### config.mk
export PLATFORM = sky130hd
export DESIGN_NAME = mul_unit
export DESIGN_NICKNAME = d
export VERILOG_FILES = /design/src/rtl/mul_unit.sv
export SDC_FILE = /design/constraint.sdc
export NUM_CORES = 1
export LEC_CHECK = 0
export ABC_AREA = 1
export CORE_ASPECT_RATIO = 0.8
export CORE_MARGIN = 2
export CORE_UTILIZATION = 60
export DETAILED_ROUTE_END_ITERATION = 7
export PLACE_DENSITY_LB_ADDON = 0.05
export SYNTH_ARGS = -nofsm -noshare
export SYNTH_HDL_FRONTEND = slang
export SYNTH_SLANG_ARGS = --single-unit
export TNS_END_PERCENT = 20
### constraint.sdc
create_clock -name clock -period 3.75 [get_ports clock]
set_input_delay 0.75 -clock clock [delete_from_list [all_inputs] [get_ports clock]]
set_output_delay 0.75 -clock clock [all_outputs]
set_load 0.005 [all_outputs]
### src/rtl/mul_unit.sv
// Iterative shift-add multiplier feeding the accumulator register.
// Optional macro MUL_SIGNED_EN selects two's complement operands.
module mul_unit #(
  parameter int DATA_WIDTH = 11
) (
  input  logic                  clock,
  input  logic                  reset,
  input  logic                  mul_start,
  input  logic [DATA_WIDTH-1:0] mul_a,
  input  logic [DATA_WIDTH-1:0] mul_b,
  output logic                  mul_busy,
  output logic                  mul_done,
  output logic                  mul_wr,
  output logic [DATA_WIDTH-1:0] mul_out,
  output logic                  mul_ovf
);

  localparam int W  = DATA_WIDTH;
  localparam int PW = 2 * DATA_WIDTH;
  localparam int CW = $clog2(DATA_WIDTH) + 1;
  localparam logic [CW-1:0] LAST = CW'(W - 1);

  typedef enum logic [1:0] {
    S_IDLE,
    S_RUN,
    S_DONE
  } state_t;

  state_t          r_state;
  logic [PW-1:0]   r_mcand;
  logic [PW-1:0]   r_prod;
  logic [W-1:0]    r_mplier;
  logic [CW-1:0]   r_cnt;
  logic [W-1:0]    r_out;
  logic            r_ovf;

  logic [PW-1:0]   w_prod_nxt;
  logic [W-1:0]    w_op_a;
  logic [W-1:0]    w_op_b;
  logic [W-1:0]    w_res;
  logic            w_ovf;

  // Partial product after the current iteration
  always_comb begin
    w_prod_nxt = r_prod;
    if (r_mplier[0]) begin
      w_prod_nxt = r_prod + r_mcand;
    end
  end

`ifdef MUL_SIGNED_EN
  logic r_neg;

  // Operands enter the datapath as magnitudes
  always_comb begin
    w_op_a = mul_a;
    w_op_b = mul_b;
    if (mul_a[W-1]) begin
      w_op_a = ~mul_a + W'(1);
    end
    if (mul_b[W-1]) begin
      w_op_b = ~mul_b + W'(1);
    end
  end

  // Result sign is fixed when the operation is accepted
  always_ff @(posedge clock or negedge reset) begin
    if (!reset) begin
      r_neg <= 1'b0;
    end else if (r_state == S_IDLE && mul_start) begin
      r_neg <= mul_a[W-1] ^ mul_b[W-1];
    end
  end

  // Negate the magnitude and range-check against the signed W-bit range
  always_comb begin
    w_res = w_prod_nxt[W-1:0];
    w_ovf = |w_prod_nxt[PW-1:W-1];
    if (r_neg) begin
      w_res = ~w_prod_nxt[W-1:0] + W'(1);
      w_ovf = (|w_prod_nxt[PW-1:W])
            | (w_prod_nxt[W-1] & (|w_prod_nxt[W-2:0]));
    end
  end
`else
  // Unsigned: truncate and flag any lost high bit
  always_comb begin
    w_op_a = mul_a;
    w_op_b = mul_b;
    w_res  = w_prod_nxt[W-1:0];
    w_ovf  = |w_prod_nxt[PW-1:W];
  end
`endif

  // Control FSM and datapath registers
  always_ff @(posedge clock or negedge reset) begin
    if (!reset) begin
      r_state  <= S_IDLE;
      r_mcand  <= '0;
      r_prod   <= '0;
      r_mplier <= '0;
      r_cnt    <= '0;
      r_out    <= '0;
      r_ovf    <= 1'b0;
    end else begin
      unique case (r_state)
        S_IDLE: begin
          if (mul_start) begin
            r_mcand  <= {{W{1'b0}}, w_op_a};
            r_mplier <= w_op_b;
            r_prod   <= '0;
            r_cnt    <= '0;
            r_state  <= S_RUN;
          end
        end
        S_RUN: begin
          r_prod   <= w_prod_nxt;
          r_mcand  <= r_mcand << 1;
          r_mplier <= r_mplier >> 1;
          r_cnt    <= r_cnt + CW'(1);
          if (r_cnt == LAST) begin
            r_out   <= w_res;
            r_ovf   <= w_ovf;
            r_state <= S_DONE;
          end
        end
        S_DONE: begin
          r_state <= S_IDLE;
        end
        default: begin
          r_state <= S_IDLE;
        end
      endcase
    end
  end

  assign mul_busy = (r_state != S_IDLE);
  assign mul_done = (r_state == S_DONE);
  assign mul_wr   = mul_done;
  assign mul_out  = r_out;
  assign mul_ovf  = r_ovf;

endmodule

### Yosys cells after proc, flatten, opt, wreduce, memory -nomap -nowiden

Cells that the tools add are included.

* register bits after elaboration: 74
* bits of input ports: 25
* output and inout bits: 15

* reductions and logical operators: 7
* muxes and demuxes: 12
* add/subtract/negate cells: 2
* equality and inequality tests: 5

Operators by type and width (count)
* $pmux W22 S2: 2
* $mux W22: 3
* $add A22 B22 Y22: 1
* $pmux W11 S2: 1
* $mux W11: 1
* $reduce_or A11 Y1: 1
* $pmux W5 S2: 1
* $reduce_and A2 Y1: 3
* $add A5 B1 Y5 const B: 1
* $eq A5 B4 Y1 const B: 1
* $mux W5: 1
* $mux W2: 2
* $ne A2 B2 Y1 const B: 2
* $pmux W2 S2: 1
* $reduce_bool A2 Y1: 2
* $eq A2 B1 Y1 const B: 1
* $eq A2 B2 Y1 const B: 1
* $logic_not A2 Y1: 1

### Longest topological paths before layout

Gate-level depths: netlist (run 1).

* word-level depth: 3
* mapped depth: 17
* depth with buffers taken out: 17

### Worst setup path after synthesis (run 1)

Ideal clock, no wire load.

* path type: register to register
* start: register r_mcand[0]
* end: register r_ovf, in the netlist mul_ovf
* period minus slack after synthesis: 1994 ps
* arrival: 1881 ps
* setup time: 113 ps
* required time: 3637 ps
* slack: 1756 ps
* stages on the path, launching flop included: 16
* cell sequence: dfrtp_1 -> ha_1 -> inv_1 -> fa_1 -> o21ai_2 -> nand2_1 -> nand2_1 -> nand2_1 -> nand3_1 -> nand3_1 -> nand2_1 -> nand3_1 -> nor2_1 -> nand3_1 -> nand2_1 -> inv_1

* longest elaborated chain between the ends: 3

Ends and longest elaborated chain
* start, declared: RTL line 30 `logic [PW-1:0] r_mcand;`
* start signal, assigned: RTL line 109 `r_mcand <= {{W{1'b0}}, w_op_a};`
* start signal, assigned: RTL line 118 `r_mcand <= r_mcand << 1;`
* $add A22 B22 Y22: RTL line 47 `w_prod_nxt = r_prod + r_mcand;`
* $mux W22: RTL line 46 `if (r_mplier[0]) begin`
* $reduce_or A11 Y1: RTL line 91 `w_ovf = |w_prod_nxt[PW-1:W];`
* end signal, assigned: RTL line 123 `r_ovf <= w_ovf;`
* end, declared: RTL line 35 `logic r_ovf;`

Every way passes these cells.
A chain may end at the register's enable or synchronous reset.

### Final worst setup path (run 1)

* start: register r_state[1]
* end: register r_mplier[4]

* longest elaborated chain between the ends: 3

Ends and longest elaborated chain
* start, declared: RTL line 29 `state_t r_state;`
* start signal, assigned: RTL line 98 `r_state <= S_IDLE;`
* start signal, assigned: RTL line 113 `r_state <= S_RUN;`
* start signal, assigned: RTL line 124 `r_state <= S_DONE;`
* $eq A2 B1 Y1 or $logic_not A2 Y1 (tied branches): RTL line 106 `unique case (r_state)`
* $reduce_bool A2 Y1 (no source line) or $ne A2 B2 Y1 (tied branches)
* $reduce_and A2 Y1 (no source line)
* end signal, assigned: RTL line 110 `r_mplier <= w_op_b;`
* end signal, assigned: RTL line 119 `r_mplier <= r_mplier >> 1;`
* end, declared: RTL line 32 `logic [W-1:0] r_mplier;`

Parallel ways exist; a longest one is shown, timed or not.

==> results of run 1 <==
[where the power goes]
group / internal (uW) / switching (uW) / leakage (uW)
logic: 1150 / 1950 / 0.00166
registers: 1170 / 273 / 0.000920
clock network: 258 / 338 / 0.0000955
total: 2570 / 2560 / 0.00268
[routing by layer]
metal  vias up  global-route usage  routed length [um]  part of all wire
li1       2061                   -                   -                 -
met1      1915               0.422                5470              0.49
met2       158               0.409                4670              0.42
met3         8              0.0572                 855             0.077
met4         0              0.0640                  89            0.0080
met5         -                   0                   0                 0
[cell families after synthesis]
logic type	count (synthesis)	share of synthesized area
simple gates	265	0.256
buf+inv	123	0.101
compound gates	118	0.153
flops	74	0.400
fa+ha+maj	24	0.0665
xor+xnor	11	0.0208
mux	1	0.00216
[per-stage QoR]
stage	setup WS, ns	power [uW]	instance area, um2	hold slack, ns	std cells
2_1_floorplan	1.76	3670	4630	0.450	616
3_3_place_gp	1.28	4430	5100	0.468	745
3_5_place_dp	1.23	4490	5100	0.472	745
4_1_cts	1.25	5110	5300	0.493	761
5_1_grt	0.952	5610	5300	0.525	761
6_report	1.22	5130	5300	0.485	761
[area by class of cell]
| type | count | area (um2) | share of cell area |
|---|---|---|---|
| multi-input combinational | 419 | 2310 | 0.435 |
| sequential | 74 | 1850 | 0.350 |
| timing repair buffer | 44 | 425 | 0.0803 |
| inverter | 103 | 387 | 0.0730 |
| tap | 105 | 131 | 0.0248 |
| clock buffer | 9 | 124 | 0.0234 |
| clock inverter | 7 | 70.1 | 0.0132 |
[critical path: stages (launching register included)]
cell and delay (ns):
dfrtp_1 0.39, inv_1 0.07, nand2_1 0.38, inv_1 0.76
nor2_2 0.11, inv_2 0.48, o221ai_1 0.18
[cell usage after synthesis (3+ instances only)]
cell type / number
o211ai_1: 6
dfrtp_1: 74
nand3_2: 6
nor2_2: 8
nor2_1: 26
a22o_1: 8
nor3_1: 3
clkbuf_1: 15
nand4_1: 5
xor2_1: 8
a22oi_1: 7
nor2_4: 5
inv_2: 7
nand2_1: 168
inv_1: 95
o22ai_1: 15
o21ai_0: 42
o221ai_1: 4
ha_1: 23
nand3_1: 27
nand2_2: 11
xnor2_1: 3
a21oi_1: 28
[placed cells by master (no fill, tap or decap), drive strengths merged]
cell type      count
nand2            179
inv              106
dfrtp             74
o21ai             45
nor2              39
clkdlybuf4s50     38
nand3             33
a21oi             29
ha                23
o22ai             15
clkbuf             9
xor2               8
a22o               8
a22oi              7
o211ai             6
buf                6
nand4              5
o221ai             4
xnor2              3
nor3               3
clkinv             3
or2                2
a32o               2
and3               1
o21bai             1
mux2i              1
nor4               1
nand3b             1
and2               1
a31oi              1
fa                 1
clkinvlp           1
[final timing paths]
check / startpoint / endpoint / slack, ns / depth (start not counted)
max: r_state[1] / r_mplier[4] / 1.22 / 6
min: mul_out[9] / mul_out[9] / 0.49 / 2
max reg2reg: r_state[1] / r_mplier[4] / 1.22 / 6
min reg2reg: mul_out[9] / mul_out[9] / 0.49 / 2
max in group asynchronous: reset / r_cnt[1] / 2.62 / 1
min in group asynchronous: reset / r_prod[7] / 0.51 / 1
[registers in the layout, summed over array words and instances (netlist names)]
| signal | flops |
|---|---|
| r_state | 2 |
| r_cnt | 5 |
| r_mplier | 11 |
| r_mcand | 22 |
| r_prod | 22 |
| mul_out | 11 |
| mul_ovf | 1 |
==> metrics, run 1 <==
Max Fanout on Critical Path=35; total number of vias=4142; vias in the first global route=3656; DRC Markers=0; worst skew pair latency=0.35 ns; status=finished, final reports clean; Ports=40; fin crit share=0.675; TritonCTS clock tree=yes; synthesized area=4630 um2; initial drt markers=311; largest net degree at the start of global routing=75; post-synthesis register bit count=74; wire per inst=14.6 um; # clock sinks=74; first-pass GRT wire length=17800 um; Initial Utilization=0.623; Yosys warnings=0; core region area=7430 um2; layout filler cell count=632; Ant. Diodes=0; total of max-cap violations=0; critical path required time=3.95 ns; RSZ-0062 raised after global routing=false; worst rel slew slack=0.385; Net Count, Synth=665; fmax=395 MHz; Setup Skew=0.0162 ns; sequential-to-total area share from yosys stat=0.400; post-DP HPWL=8380 um; Mapped Cells=616; ANT nets after route=0; Post-synth ARST share=1.00; cell taking the most area after synthesis=dfrtp_1; Min-Delay Path Class=reg2reg; CTS clk-pin slew, worst paths=0.09 ns; PD cells=970 nW/um2; Worst Tran Pin Value=0.922 ns; CTS Root Cell=clkbuf_8; Via density=5.44; die extent in x=102 um; syn_area_per_cell=7.51 um2; final worst path period need=2.53 ns; Die Height=82.5 um; Setup Buffers After CTS=0; Pleak=0.00268 uW; fin. max-slew vios=0; Fin. Hold Viols=0; EDFF count, synth=0; fin util=0.713; global route overflow=0; RD Place Congestion=0.937; Post-CTS Hold Fix Bufs=0; nature of the critical path endpoint=register; nets=700; post-synth top area share=0.400; Cell variety after synth=40; final setup fails=0; first-pass iteration count of the detailed router=5; Max H-tree Level=3; initial antenna violation count=0; setup TNS=0 ns; Synth Flop Type=dfrtp_1; CTS Buf Count=9; share of cells above drive strength 1=0.0960; Startpoint Class=register; worst ir drop on vdd=0.426 mV; area growth from synthesis to final layout=14.5%; GRT Overall Usage=0.278; Die ar.=8430 um2; largest cells by area after synthesis=dfrtp_1 (40%), nand2_1 (14%), inv_1 (7.7%); critical path class=reg2reg; PostCTS Resize Cnt=0; clock tree buffer depth=2; total wire length=11100 um; # rows=28; # port buffers=39; crit path DAT=2.73 ns
Power figures use the tool's default switching activity.
==> run 2: changes to the inputs <==
--- a/config.mk
+++ b/config.mk
@@ -8,7 +8,7 @@
 export ABC_AREA = 1
 export CORE_ASPECT_RATIO = 0.8
 export CORE_MARGIN = 2
-export CORE_UTILIZATION = 60
+export CORE_UTILIZATION = 53
 export DETAILED_ROUTE_END_ITERATION = 7
 export PLACE_DENSITY_LB_ADDON = 0.05
 export SYNTH_ARGS = -nofsm -noshare
==> constraint.sdc (replaced) <==
create_clock -name clock -period 2.18 [get_ports clock]
set_input_delay 0.436 -clock clock [delete_from_list [all_inputs] [get_ports clock]]
set_output_delay 0.436 -clock clock [all_outputs]
set_load 0.005 [all_outputs]
==> run 2 against run 1 <==
Worst setup slack lost 1.2 ns. Worst hold slack lost 0.35 ns. Critical path depth grew 11. Critical endpoint is now mul_ovf. Routed wire length grew 15%. Sequential share of layout area shrank 3.1 points.
==> metrics, run 2 (synthesis gave the netlist of run 1 again) <==
nets=727; Ant. Diodes=0; global route overflow=0; Pleak=0.00281 uW; Post-CTS Hold Fix Bufs=0; Min-Delay Path Class=in2async; Initial Utilization=0.545; fin area=5820 um2; clock tree buffer depth=2; PD cells=1770 nW/um2; first-pass GRT wire length=19900 um; Worst Path Buf+Inv=3; DRC Markers=0; total number of vias=4308; fmax=459 MHz; Via density=5.43; GRT Overall Usage=0.275; Die ar.=9500 um2; first-pass iteration count of the detailed router=5; # clock sinks=74; Crit path top cell by count=nand2_1; setup slack, reg-to-reg=0.0003 ns; fin crit share=1.00; TritonCTS clock tree=yes; total of max-cap violations=0; final worst path period need=2.18 ns; CTS Root Cell=clkbuf_8; Crit path max-delay family=simple AND/OR/NAND/NOR gates; CP max stage delay=0.41 ns; Slowest-stage cell, CP=fa_2; CTS Buf Count=9; most frequent cells in the layout=nand2_1 (161), inv_1 (93), dfrtp_1 (72), o21ai_0 (39), clkdlybuf4s50_1 (38); RD Place Congestion=1.02; nature of the critical path endpoint=register; final setup fails=0; RSZ-0062 raised after global routing=true; Max Fanout on Critical Path=3; Tot Pwr=10300 uW; Startpoint Class=register; wire per inst=16.1 um; Fin. Hold Viols=0; commonest non-fill, non-tap cell in the layout=nand2_1; core region area=8480 um2; total wire length=12800 um; crit path DAT=2.43 ns; pre-CTS setup slack=-0.0579 ns; ANT nets after route=0; # port buffers=39; R2R Path Start=r_prod[0]; layout filler cell count=697; CP cell instances=ha_2, inv_2, fa_2, inv_2, nand2_1, nand3_2, nand2_1, nand2_1, nand2_1, nand3_2, nand2_2, nor2_2, nand2_1, nor2_2, nand3_1, nand2_1, inv_1; CTS clk-pin slew, worst paths=0.08 ns; Worst Hold Slack=0.133 ns; critical path required time=2.43 ns; end of the critical path=mul_ovf; status=finished, final reports clean; Setup WS post-layout=0.000251 ns; worst rel slew slack=0.525; largest net degree at the start of global routing=56; Die Height=87.6 um; worst skew pair latency=0.35 ns; critical path class=reg2reg; initial drt markers=335; die extent in x=108 um; end of the worst register-to-register path=mul_ovf; Top Registers=r_mcand (22), r_prod (22); initial antenna violation count=0; Worst Tran Pin Value=0.712 ns; R2R cell count=17; # rows=30; WP depth=17; area growth from synthesis to final layout=25.7%; crit path from=r_prod[0]; post-DP HPWL=9250 um; Placement Cell Area=5270 um2; Max H-tree Level=3; share of cells above drive strength 1=0.191; Setup Skew=0.00747 ns; Ports=40; worst ir drop on vdd=0.696 mV; vias in the first global route=3925; fin. max-slew vios=0
==> run 2: changes by cell type in the layout (fill, tap and decap cells not counted), sizes merged <==
cell and delta:
inv -3, buf +27, bufinv +2
==> run 2: worst reg2reg max path, cell delays in order, from the launching register on <==
cell,delay [ns]
dfrtp_1,0.36
ha_2,0.20
inv_2,0.05
fa_2,0.41
inv_2,0.08
nand2_1,0.06
nand3_2,0.08
nand2_1,0.07
nand2_1,0.07
nand2_1,0.06
nand3_2,0.07
nand2_2,0.07
nor2_2,0.13
nand2_1,0.07
nor2_2,0.11
nand3_1,0.09
nand2_1,0.06
inv_1,0.03
==> run 2: final cells by class <==
class / count / area [um2] / share of cell area
sequential: 74 / 1850 / 0.319
multi-input combinational: 419 / 2580 / 0.444
clock buffer: 9 / 124 / 0.0213
inverter: 103 / 387 / 0.0665
clock inverter: 6 / 90.1 / 0.0155
timing repair buffer: 71 / 641 / 0.110
tap: 112 / 140 / 0.0241
==> run 2: where the power goes <==
group	internal, uW	switching, uW
combinational	2740	3770
clock	643	552
sequential	2010	563
total	5400	4890
==> run 2: how the worst min path moves through the flow <==
stage / depth (start not counted) / to / slack (ns) / start
floorplan: 0 / mul_out[0] / 0.14 / reset
global placement: 1 / r_cnt[4] / 0.47 / r_cnt[4]
detailed placement: 1 / r_cnt[4] / 0.47 / r_cnt[4]
CTS: 1 / r_prod[18] / 0.16 / reset
global route: 1 / r_prod[18] / 0.18 / reset
finish: 1 / r_prod[18] / 0.13 / reset
==> run 2: stage by stage <==
stage                      util  std cells  TNS, ns
after floorplan               -        616        0
after global placement    0.622        772  -0.0291
after detailed placement  0.622        772  -0.0961
after CTS                 0.650        788        0
after global routing      0.686        794   -0.122
final                     0.686        794        0
==> run 2: what timing repair did <==
action	in CTS	in global routing
endpoints found under the setup margin	3	9
gates cloned	0	0
pin swaps	1	13
buffers inserted	1	6
resized for setup	4	50
endpoints found under the hold margin	0	0
==> run 2: routing by layer <==
| metal | up-vias | global-route usage | wire (um) |
|---|---|---|---|
| li1 | 2109 | - | - |
| met1 | 2031 | 0.423 | 6020 |
| met2 | 152 | 0.391 | 5540 |
| met3 | 16 | 0.0677 | 1040 |
| met4 | 0 | 0.0629 | 148 |
| met5 | - | 0 | 0 |
